===== src/rtl/coproc_io_bridge.sv =====
// Host-side request queue and sequencer driving the core's coprocessor IO port.
// Optional core-halt output is built only when COPROC_HALT_EN is defined.
module coproc_io_bridge #(
    parameter int N          = 64,
    parameter int FIFO_DEPTH = 4,
    parameter int READ_LAT   = 1
) (
    input  logic          clk,
    input  logic          reset,
    input  logic          req_valid,
    output logic          req_ready,
    input  logic          req_write,
    input  logic [14:0]   req_addr,
    input  logic [N-1:0]  req_data,
    output logic          rsp_valid,
    input  logic          rsp_ready,
    output logic [N-1:0]  rsp_data,
    output logic [14:0]   io_addr,
    output logic [3:0]    io_control,
    output logic [N-1:0]  io_dataOut,
    input  logic [N-1:0]  io_dataIn
);

    localparam int AW = (FIFO_DEPTH > 1) ? $clog2(FIFO_DEPTH) : 1;
    localparam int PW = AW + 1;
    localparam logic [1:0] LAT_INIT = 2'(READ_LAT - 1);

    typedef enum logic [1:0] {
        IDLE  = 2'd0,
        ISSUE = 2'd1,
        WAIT  = 2'd2,
        RESP  = 2'd3
    } state_t;

    state_t         state_r;
    state_t         state_next_s;
    logic [PW-1:0]  wr_ptr_r;
    logic [PW-1:0]  rd_ptr_r;
    logic [PW-1:0]  wr_ptr_next_s;
    logic [PW-1:0]  rd_ptr_next_s;
    logic           empty_s;
    logic           full_next_s;
    logic           push_s;
    logic           pop_s;
    logic [14:0]    addr_mem_r  [FIFO_DEPTH];
    logic [N-1:0]   data_mem_r  [FIFO_DEPTH];
    logic           write_mem_r [FIFO_DEPTH];
    logic [1:0]     lat_cnt_r;
    logic [1:0]     strobe_r;
    logic [14:0]    io_addr_r;
    logic [N-1:0]   io_dout_r;
    logic           rsp_valid_r;
    logic [N-1:0]   rsp_data_r;
    logic           req_ready_r;

    // req_ready is registered, so a same-cycle pop never frees room for this cycle's push
    assign push_s  = req_valid && req_ready_r;
    assign empty_s = (wr_ptr_r == rd_ptr_r);
    assign pop_s   = (state_r == IDLE) && !empty_s;

    // Next pointer values and the full flag they imply
    always_comb begin
        wr_ptr_next_s = wr_ptr_r + {{AW{1'b0}}, push_s};
        rd_ptr_next_s = rd_ptr_r + {{AW{1'b0}}, pop_s};
        full_next_s   = (wr_ptr_next_s[AW] != rd_ptr_next_s[AW]) &&
                        (wr_ptr_next_s[AW-1:0] == rd_ptr_next_s[AW-1:0]);
    end

    // Queue storage; contents are don't-care until pointed at
    always_ff @(posedge clk) begin
        if (push_s) begin
            addr_mem_r[wr_ptr_r[AW-1:0]]  <= req_addr;
            data_mem_r[wr_ptr_r[AW-1:0]]  <= req_data;
            write_mem_r[wr_ptr_r[AW-1:0]] <= req_write;
        end
    end

    // Sequencer next-state logic
    always_comb begin
        state_next_s = state_r;
        case (state_r)
            IDLE: begin
                if (!empty_s) begin
                    state_next_s = ISSUE;
                end else begin
                    state_next_s = IDLE;
                end
            end
            ISSUE: begin
                if (strobe_r[1]) begin
                    state_next_s = IDLE;
                end else begin
                    state_next_s = WAIT;
                end
            end
            WAIT: begin
                if (lat_cnt_r == 2'd0) begin
                    state_next_s = RESP;
                end else begin
                    state_next_s = WAIT;
                end
            end
            RESP: begin
                if (rsp_ready) begin
                    state_next_s = IDLE;
                end else begin
                    state_next_s = RESP;
                end
            end
            default: state_next_s = IDLE;
        endcase
    end

    // State, pointers and host-facing handshake registers
    always_ff @(posedge clk) begin
        if (!reset) begin
            state_r     <= IDLE;
            wr_ptr_r    <= {PW{1'b0}};
            rd_ptr_r    <= {PW{1'b0}};
            req_ready_r <= 1'b0;
            rsp_valid_r <= 1'b0;
        end else begin
            state_r     <= state_next_s;
            wr_ptr_r    <= wr_ptr_next_s;
            rd_ptr_r    <= rd_ptr_next_s;
            req_ready_r <= !full_next_s;
            rsp_valid_r <= (state_next_s == RESP);
        end
    end

    // IO port registers: loaded from the queue head on pop, strobes live only in ISSUE
    always_ff @(posedge clk) begin
        if (!reset) begin
            strobe_r  <= 2'b00;
            io_addr_r <= 15'd0;
            io_dout_r <= {N{1'b0}};
        end else if (pop_s) begin
            io_addr_r <= addr_mem_r[rd_ptr_r[AW-1:0]];
            if (write_mem_r[rd_ptr_r[AW-1:0]]) begin
                strobe_r  <= 2'b10;
                io_dout_r <= data_mem_r[rd_ptr_r[AW-1:0]];
            end else begin
                strobe_r  <= 2'b01;
            end
        end else begin
            strobe_r <= 2'b00;
        end
    end

    // Read latency counter and response capture
    always_ff @(posedge clk) begin
        if (!reset) begin
            lat_cnt_r  <= 2'd0;
            rsp_data_r <= {N{1'b0}};
        end else begin
            if (state_r == ISSUE) begin
                lat_cnt_r <= LAT_INIT;
            end else if ((state_r == WAIT) && (lat_cnt_r != 2'd0)) begin
                lat_cnt_r <= lat_cnt_r - 2'd1;
            end
            if ((state_r == WAIT) && (lat_cnt_r == 2'd0)) begin
                rsp_data_r <= io_dataIn;
            end
        end
    end

`ifdef COPROC_HALT_EN
    logic halt_r;

    // Hold the core halted while anything is queued or in flight, one cycle behind
    always_ff @(posedge clk) begin
        if (!reset) begin
            halt_r <= 1'b0;
        end else begin
            halt_r <= !empty_s || (state_r != IDLE);
        end
    end

    assign io_control = {1'b0, halt_r, strobe_r};
`else
    assign io_control = {2'b00, strobe_r};
`endif

    assign req_ready  = req_ready_r;
    assign rsp_valid  = rsp_valid_r;
    assign rsp_data   = rsp_data_r;
    assign io_addr    = io_addr_r;
    assign io_dataOut = io_dout_r;

endmodule


===== config.mk =====
export PLATFORM = sky130hd
export DESIGN_NAME = coproc_io_bridge
export DESIGN_NICKNAME = d
export VERILOG_FILES = /design/src/rtl/coproc_io_bridge.sv
export SDC_FILE = /design/constraint.sdc
export NUM_CORES = 1
export LEC_CHECK = 0
export CORE_UTILIZATION = 53
export CTS_CLUSTER_DIAMETER = 50
export DETAILED_ROUTE_END_ITERATION = 16
export GPL_ROUTABILITY_DRIVEN = 1
export PLACE_DENSITY = 0.92
export SKIP_CTS_REPAIR_TIMING = 1
export SLEW_MARGIN = 40
export SYNTH_ARGS = -nofsm -noshare
export SYNTH_HDL_FRONTEND = slang
export SYNTH_SLANG_ARGS = --single-unit

===== constraint.sdc =====
create_clock -name clk -period 10.7 [get_ports clk]
set_input_delay 3.21 -clock clk [delete_from_list [all_inputs] [get_ports clk]]
set_output_delay 3.21 -clock clk [all_outputs]
set_load 0.01 [all_outputs]

==> run metrics, run 1 <==
status=finished clean; Hold Fails Final Rpt=0; P_sw=1.309 mW; Die X=182.0 µm; MaxCap Viol Count=0; xor/xnor share of the synthesized area=0.4083%; Comb pwr share=20.3%; Final Wtd Congestion=0.7583; Synth warnings=0; Core Area=31720 µm²; Syn Inst Count=1118; arrival time at the worst endpoint=5700 ps; share of layout cells above drive strength 1=12.67%; predominant post-synthesis flop cell=edfxtp_1; global-route wire length before repair=58.53 mm; hpwl dp=23.74 mm; Simple-Gate Fraction of Synth Area=7.582%; Pleak=7.197 nW; clock power share=34.5%; worst hold path type=flip-flop to flip-flop; Seq cells post-synth=477; final cell count without fillers=1846; Num CTS Buffers=49; Worst VDD drop=0.0001663 V; worst relative slew slack=45.46%; total number of vias=10290; Final ANT Viol Nets=0; final wirelength=38.15 mm; period utilization=51.76%; critical path peak fanout=49; synth top area cells=edfxtp_1 56%, dfxtp_1 18%, mux4_2 10%; Final setup viols=0; share of the synthesized area in the top cell type=55.99%; Skew-Pair Late Insertion Delay=550 ps; vias in the first global route=10410; Inst Count DP=1754; Clock Pin Slew Worst Setup and Hold Paths=60 ps; RSZ-0062 raised after global routing=false; Post-Synth Adder-Cell Area=0.3645%; H-tree Lvls=2; area growth from synthesis to final layout=28.71%; clock skew=27.78 ps; Setup crit start kind=primary input; Die H=182.0 µm; Int Power=3.690 mW; final net count=1557; mux cell area share after synthesis=10.50%; Flop pwr share=45.3%; I/O pin cnt=297; # rows=65; CP required=10860 ps; global route overflow=0; initial core utilization=54.11%; clock period minus worst slack=5538 ps; Initial DRT Pass Iterations=5; top-count cell post-synth=edfxtp_1; Iter 0 DRT Violations=815; top post-synthesis cells by count=320 x edfxtp_1, 224 x nand2_1, 157 x dfxtp_1; Compound-Gate Fraction of Synth Area=4.651%; Finished Core Util=69.65%; I/O Buffers=294; post-synthesis sequential area ratio=74.30%; post-synth top area cell=edfxtp_1; power density of the placed cells=226.3 nW/µm²; Yosys cell types=31; overall routing resource usage=23.09%; mapped cell area=17160 µm²; vias per cell=5.572; largest net degree at the start of global routing=84; largest family of logic cells by synthesized area=multiplexers; initial antenna violation count=2; CTS tree=done; Mapped Avg Cell Area=15.35 µm²; DRC=0; worst setup path category=primary input to flip-flop; DP Area=20420 µm²; f_max=180.6 MHz; WL/cell=20.66 µm; Net Sw Frac=26.19%; maximum root-to-sink buffer count=3; Async SR Flop Fraction=0%; CTS root buf=clkbuf_16; max-slew violation count=0; Hold WS=451.3 ps; Final TNS setup=0 ps; CP Capture Type=flip-flop; worst slew pin tran=818.1 ps; # diodes=0; finished layout cell area=22090 µm²; EDFF count, synth=320; Die ar.=33110 µm²; # clock sinks=477
[final cells by class]
| cell class | count | area [µm²] |
|---|---|---|
| sequential | 477 | 12760 |
| fill | 1974 | 9628 |
| multi-input combinational | 561 | 4086 |
| timing repair buffer | 309 | 3070 |
| clock buffer | 68 | 1348 |
| tap | 402 | 503.0 |
| clock inverter | 23 | 300.3 |
| inverter | 6 | 22.52 |
[routing by layer]
metal,GRT usage (%),wire length [µm]
met1,29.53,15020
met5,0,26
met4,6.723,798
met2,39.82,19360
met3,4.994,2945
[per-stage QoR]
stage	power [mW]	setup WS, ps
after global routing	5.210	5019
after floorplan	2.841	914.6
after global placement	3.282	4687
final	4.999	5162
after detailed placement	3.315	4592
after CTS	5.037	5152
[cells by family (layout without fill, tap and decap cells)]
group / count (synthesis) / count (layout)
AOI/OAI and AO/OA: 155 / 155
xor gates and xnor gates: 8 / 8
and+or+nand+nor: 311 / 311
other: 1 / 2
buffers and inverters: 81 / 406
muxes: 80 / 80
DFF: 477 / 477
adders and majority gates: 5 / 5
[registers in the layout (all words and copies together) (netlist names)]
| name | flops |
|---|---|
| rd_ptr_r | 3 |
| addr_mem_r | 60 |
| rsp_data | 64 |
| rsp_valid | 1 |
| req_ready | 1 |
| data_mem_r | 256 |
| wr_ptr_r | 3 |
| io_addr | 15 |
| write_mem_r | 4 |
| state_r | 2 |
| io_dataOut | 64 |
| lat_cnt_r | 2 |
| strobe_r | 2 |
[path summary, 6_finish.rpt]
kind | from | to | slack, ps | cells past startpoint
hold / removal | io_dataOut[55] | io_dataOut[55] | 450 | 2
setup reg to reg | rd_ptr_r[0] | io_dataOut[3] | 7740 | 5
setup / recovery | req_valid | addr_mem_r[1][1] | 5160 | 5
hold reg to reg | io_dataOut[55] | io_dataOut[55] | 450 | 2
[power groups by stage]
| stage | clock, mW | combinational [mW] | sequential [mW] |
|---|---|---|---|
| after detailed placement | 0 | 1.01 | 2.30 |
| final | 1.72 | 1.01 | 2.26 |
| after global placement | 0 | 0.991 | 2.29 |
| after floorplan | 0 | 0.521 | 2.32 |
| after CTS | 1.75 | 1.02 | 2.27 |
| after global routing | 1.83 | 1.10 | 2.29 |
[critical path, cell delays in order]
cell and delay [ps]:
clkdlybuf4s50_1 490, nand2_1 190, nor3b_2 600, buf_4 460, buf_4 650
[placed cells by master (no fill, tap or decap), types with 5 or more instances in the layout]
| cell | synthesis | final |
|---|---|---|
| clkbuf_8 | 0 | 6 |
| xor2_1 | 6 | 6 |
| clkdlybuf4s50_1 | 0 | 293 |
| dfxtp_1 | 157 | 155 |
| a21oi_1 | 84 | 84 |
| ha_1 | 5 | 5 |
| buf_4 | 3 | 12 |
| nand3_1 | 64 | 64 |
| clkbuf_1 | 42 | 14 |
| o21ai_1 | 20 | 20 |
| nand2_1 | 224 | 224 |
| o21ai_0 | 45 | 45 |
| edfxtp_1 | 320 | 320 |
| bufinv_16 | 0 | 6 |
| clkbuf_16 | 0 | 49 |
| clkinv_2 | 0 | 6 |
| and2_1 | 7 | 7 |
| mux4_2 | 80 | 80 |
Note: power is estimated with default switching activity, not from simulation.
==> run 2: changes to the inputs <==
Clock period 10.7 ns to 5.7 ns, I/O delays scaled along.
==> run metrics, run 2 (same netlist as run 1, synthesis figures left out) <==
Die X=182.0 µm (unchanged); final net count=1553 (-0.26%); DR top layer=met5; DRC=0 (unchanged); initial antenna violation count=6 (+4); global route overflow=0 (unchanged); final wirelength=37.63 mm (-1.4%); most frequent cells in the layout=320 x edfxtp_1, 293 x clkdlybuf4s50_1, 224 x nand2_1, 155 x dfxtp_1, 84 x a21oi_1; slowest cell on the critical path=nor3b_2; CP Capture Type=flip-flop; FF-to-FF path depth=5 (unchanged); Hold Startpoint=io_dataOut[53]; Skew-Pair Late Insertion Delay=540 ps (about the same); flip-flop count of the largest register after layout=256 (unchanged); worst hold path type=flip-flop to flip-flop; Final ANT Viol Nets=0 (unchanged); Core Area=31720 µm² (unchanged); CP required=5880 ps (-4980 ps); Final TNS setup=0 ps (unchanged); CTS root buf=clkbuf_16; # clock sinks=477 (unchanged); DP Area=20440 µm² (about the same); max-slew violation count=0 (unchanged); Final Power=9.164 mW (+83%); total number of vias=10280 (-0.058%); power density of the placed cells=416.7 nW/µm² (+84%); hpwl dp=23.02 mm (-3.0%); MaxCap Viol Count=0 (unchanged); Initial DRT Pass Iterations=5 (unchanged); arrival time at the worst endpoint=3540 ps (-2160 ps); critical path peak fanout=74 (+51%); WL/cell=20.43 µm (-1.1%); Hold Fails Final Rpt=0 (unchanged); Setup crit start kind=primary input; launching point of the worst reg2reg path=rd_ptr_r[0]; Final setup viols=0 (unchanged); share of layout cells above drive strength 1=12.24% (-0.43 points); R2R Setup Slk=2620 ps (-5120 ps); RSZ-0062 raised after global routing=false; met2 WL=18.54 mm (-4.2%); clock skew=21.71 ps (-6.072 ps); vias per cell=5.580 (+0.16%); # rows=65 (unchanged); area growth from synthesis to final layout=28.14%; vias in the first global route=10440 (+0.30%); Worst VDD drop=0.0002699 V (+62%); CTS tree=done; filler instances=2058 (+4.3%); Hold Path Sink=io_dataOut[53]; clock period minus worst slack=3365 ps; finished layout cell area=21990 µm² (-0.44%); overall routing resource usage=22.92% (-0.17 points); f_max=297.2 MHz; I/O pin cnt=297 (unchanged); initial core utilization=54.11% (unchanged); crit-path max cell delay=590 ps (-60 ps); worst slew pin tran=787.3 ps (-30.79 ps); H-tree Lvls=2 (unchanged); period utilization=59.04%; Cell Chain, Critical Path=clkdlybuf4s50_1 > nand2_1 > nor3b_2 > buf_12; Die H=182.0 µm (unchanged); Worst R2R End=io_dataOut[46]; Iter 0 DRT Violations=704 (-14%); global-route wire length before repair=58.21 mm (-0.54%); Num CTS Buffers=47 (-4.1%); Worst setup startpoint=req_valid; Routed met1 length=14.82 mm (-1.3%); status=finished clean; I/O Buffers=294 (unchanged); largest net degree at the start of global routing=77 (-8.3%); Pleak=7.137 nW (-0.84%); Die ar.=33110 µm² (unchanged); Final Wtd Congestion=0.8083 (+6.6%); commonest non-fill, non-tap cell in the layout=edfxtp_1; worst relative slew slack=47.51% (+2.1 points); maximum root-to-sink buffer count=3 (unchanged); Clock Pin Slew Worst Setup and Hold Paths=60 ps (about the same); Hold Crit Depth=2 (unchanged); worst setup path category=primary input to flip-flop; met3 WL post-DR=3.444 mm (+17%)
run 2: changes by cell type in the layout (fill, tap and decap cells not counted), sizes merged:
cell      change
clkinv        +5
bufinv        -5
clkinvlp      +1
clkbuf        -6
diode         +2
buf           -1
run 2: layer usage:
layer / global-route usage, % / up-vias
li1: - / 4719
met1: 29.74 / 5037
met2: 38.83 / 444
met3: 5.676 / 73
met4: 5.983 / 6
met5: 0 / -
run 2: final cells by class:
| type | count | area [µm²] | area share (%) |
|---|---|---|---|
| antenna | 2 | 5.005 | 0.02276 |
| timing repair buffer | 307 | 3083 | 14.02 |
| sequential | 477 | 12760 | 58.02 |
| tap | 402 | 503.0 | 2.287 |
| clock buffer | 63 | 1363 | 6.196 |
| clock inverter | 24 | 170.2 | 0.7737 |
| inverter | 6 | 22.52 | 0.1024 |
| multi-input combinational | 561 | 4086 | 18.58 |
run 2: where the power goes:
group          total, mW  switching (mW)  internal, mW
Combinational       1.91           0.938         0.970
Clock               3.01            1.27          1.74
Sequential          4.24           0.227          4.02
run 2: critical path, delay by kind of cell:
family / cells / cell delay [ps]
buffers and inverters: 2 / 960
and+or+nand+nor: 2 / 790
run 2: worst max path at each step:
| stage | endpoint | cells past startpoint |
|---|---|---|
| 2_1_floorplan | addr_mem_r[2][0] | 2 |
| 3_3_place_gp | data_mem_r[3][9] | 5 |
| 3_5_place_dp | data_mem_r[1][53] | 4 |
| 4_1_cts | req_ready | 8 |
| 5_1_grt | data_mem_r[3][5] | 5 |
| 6_report | data_mem_r[1][51] | 4 |
run 2: per-stage QoR:
stage                     std cells  hold WS, ps  setup slack (ps)  utilization, %
after global routing           1841        469.9              2279           69.33
after detailed placement       1752        440.6              1818           64.45
after floorplan                1119        472.6             -2585               -
after global placement         1752        440.1              1805           64.44
final                          1842        452.5              2335           69.34
after CTS                      1839        454.3              2167           69.29
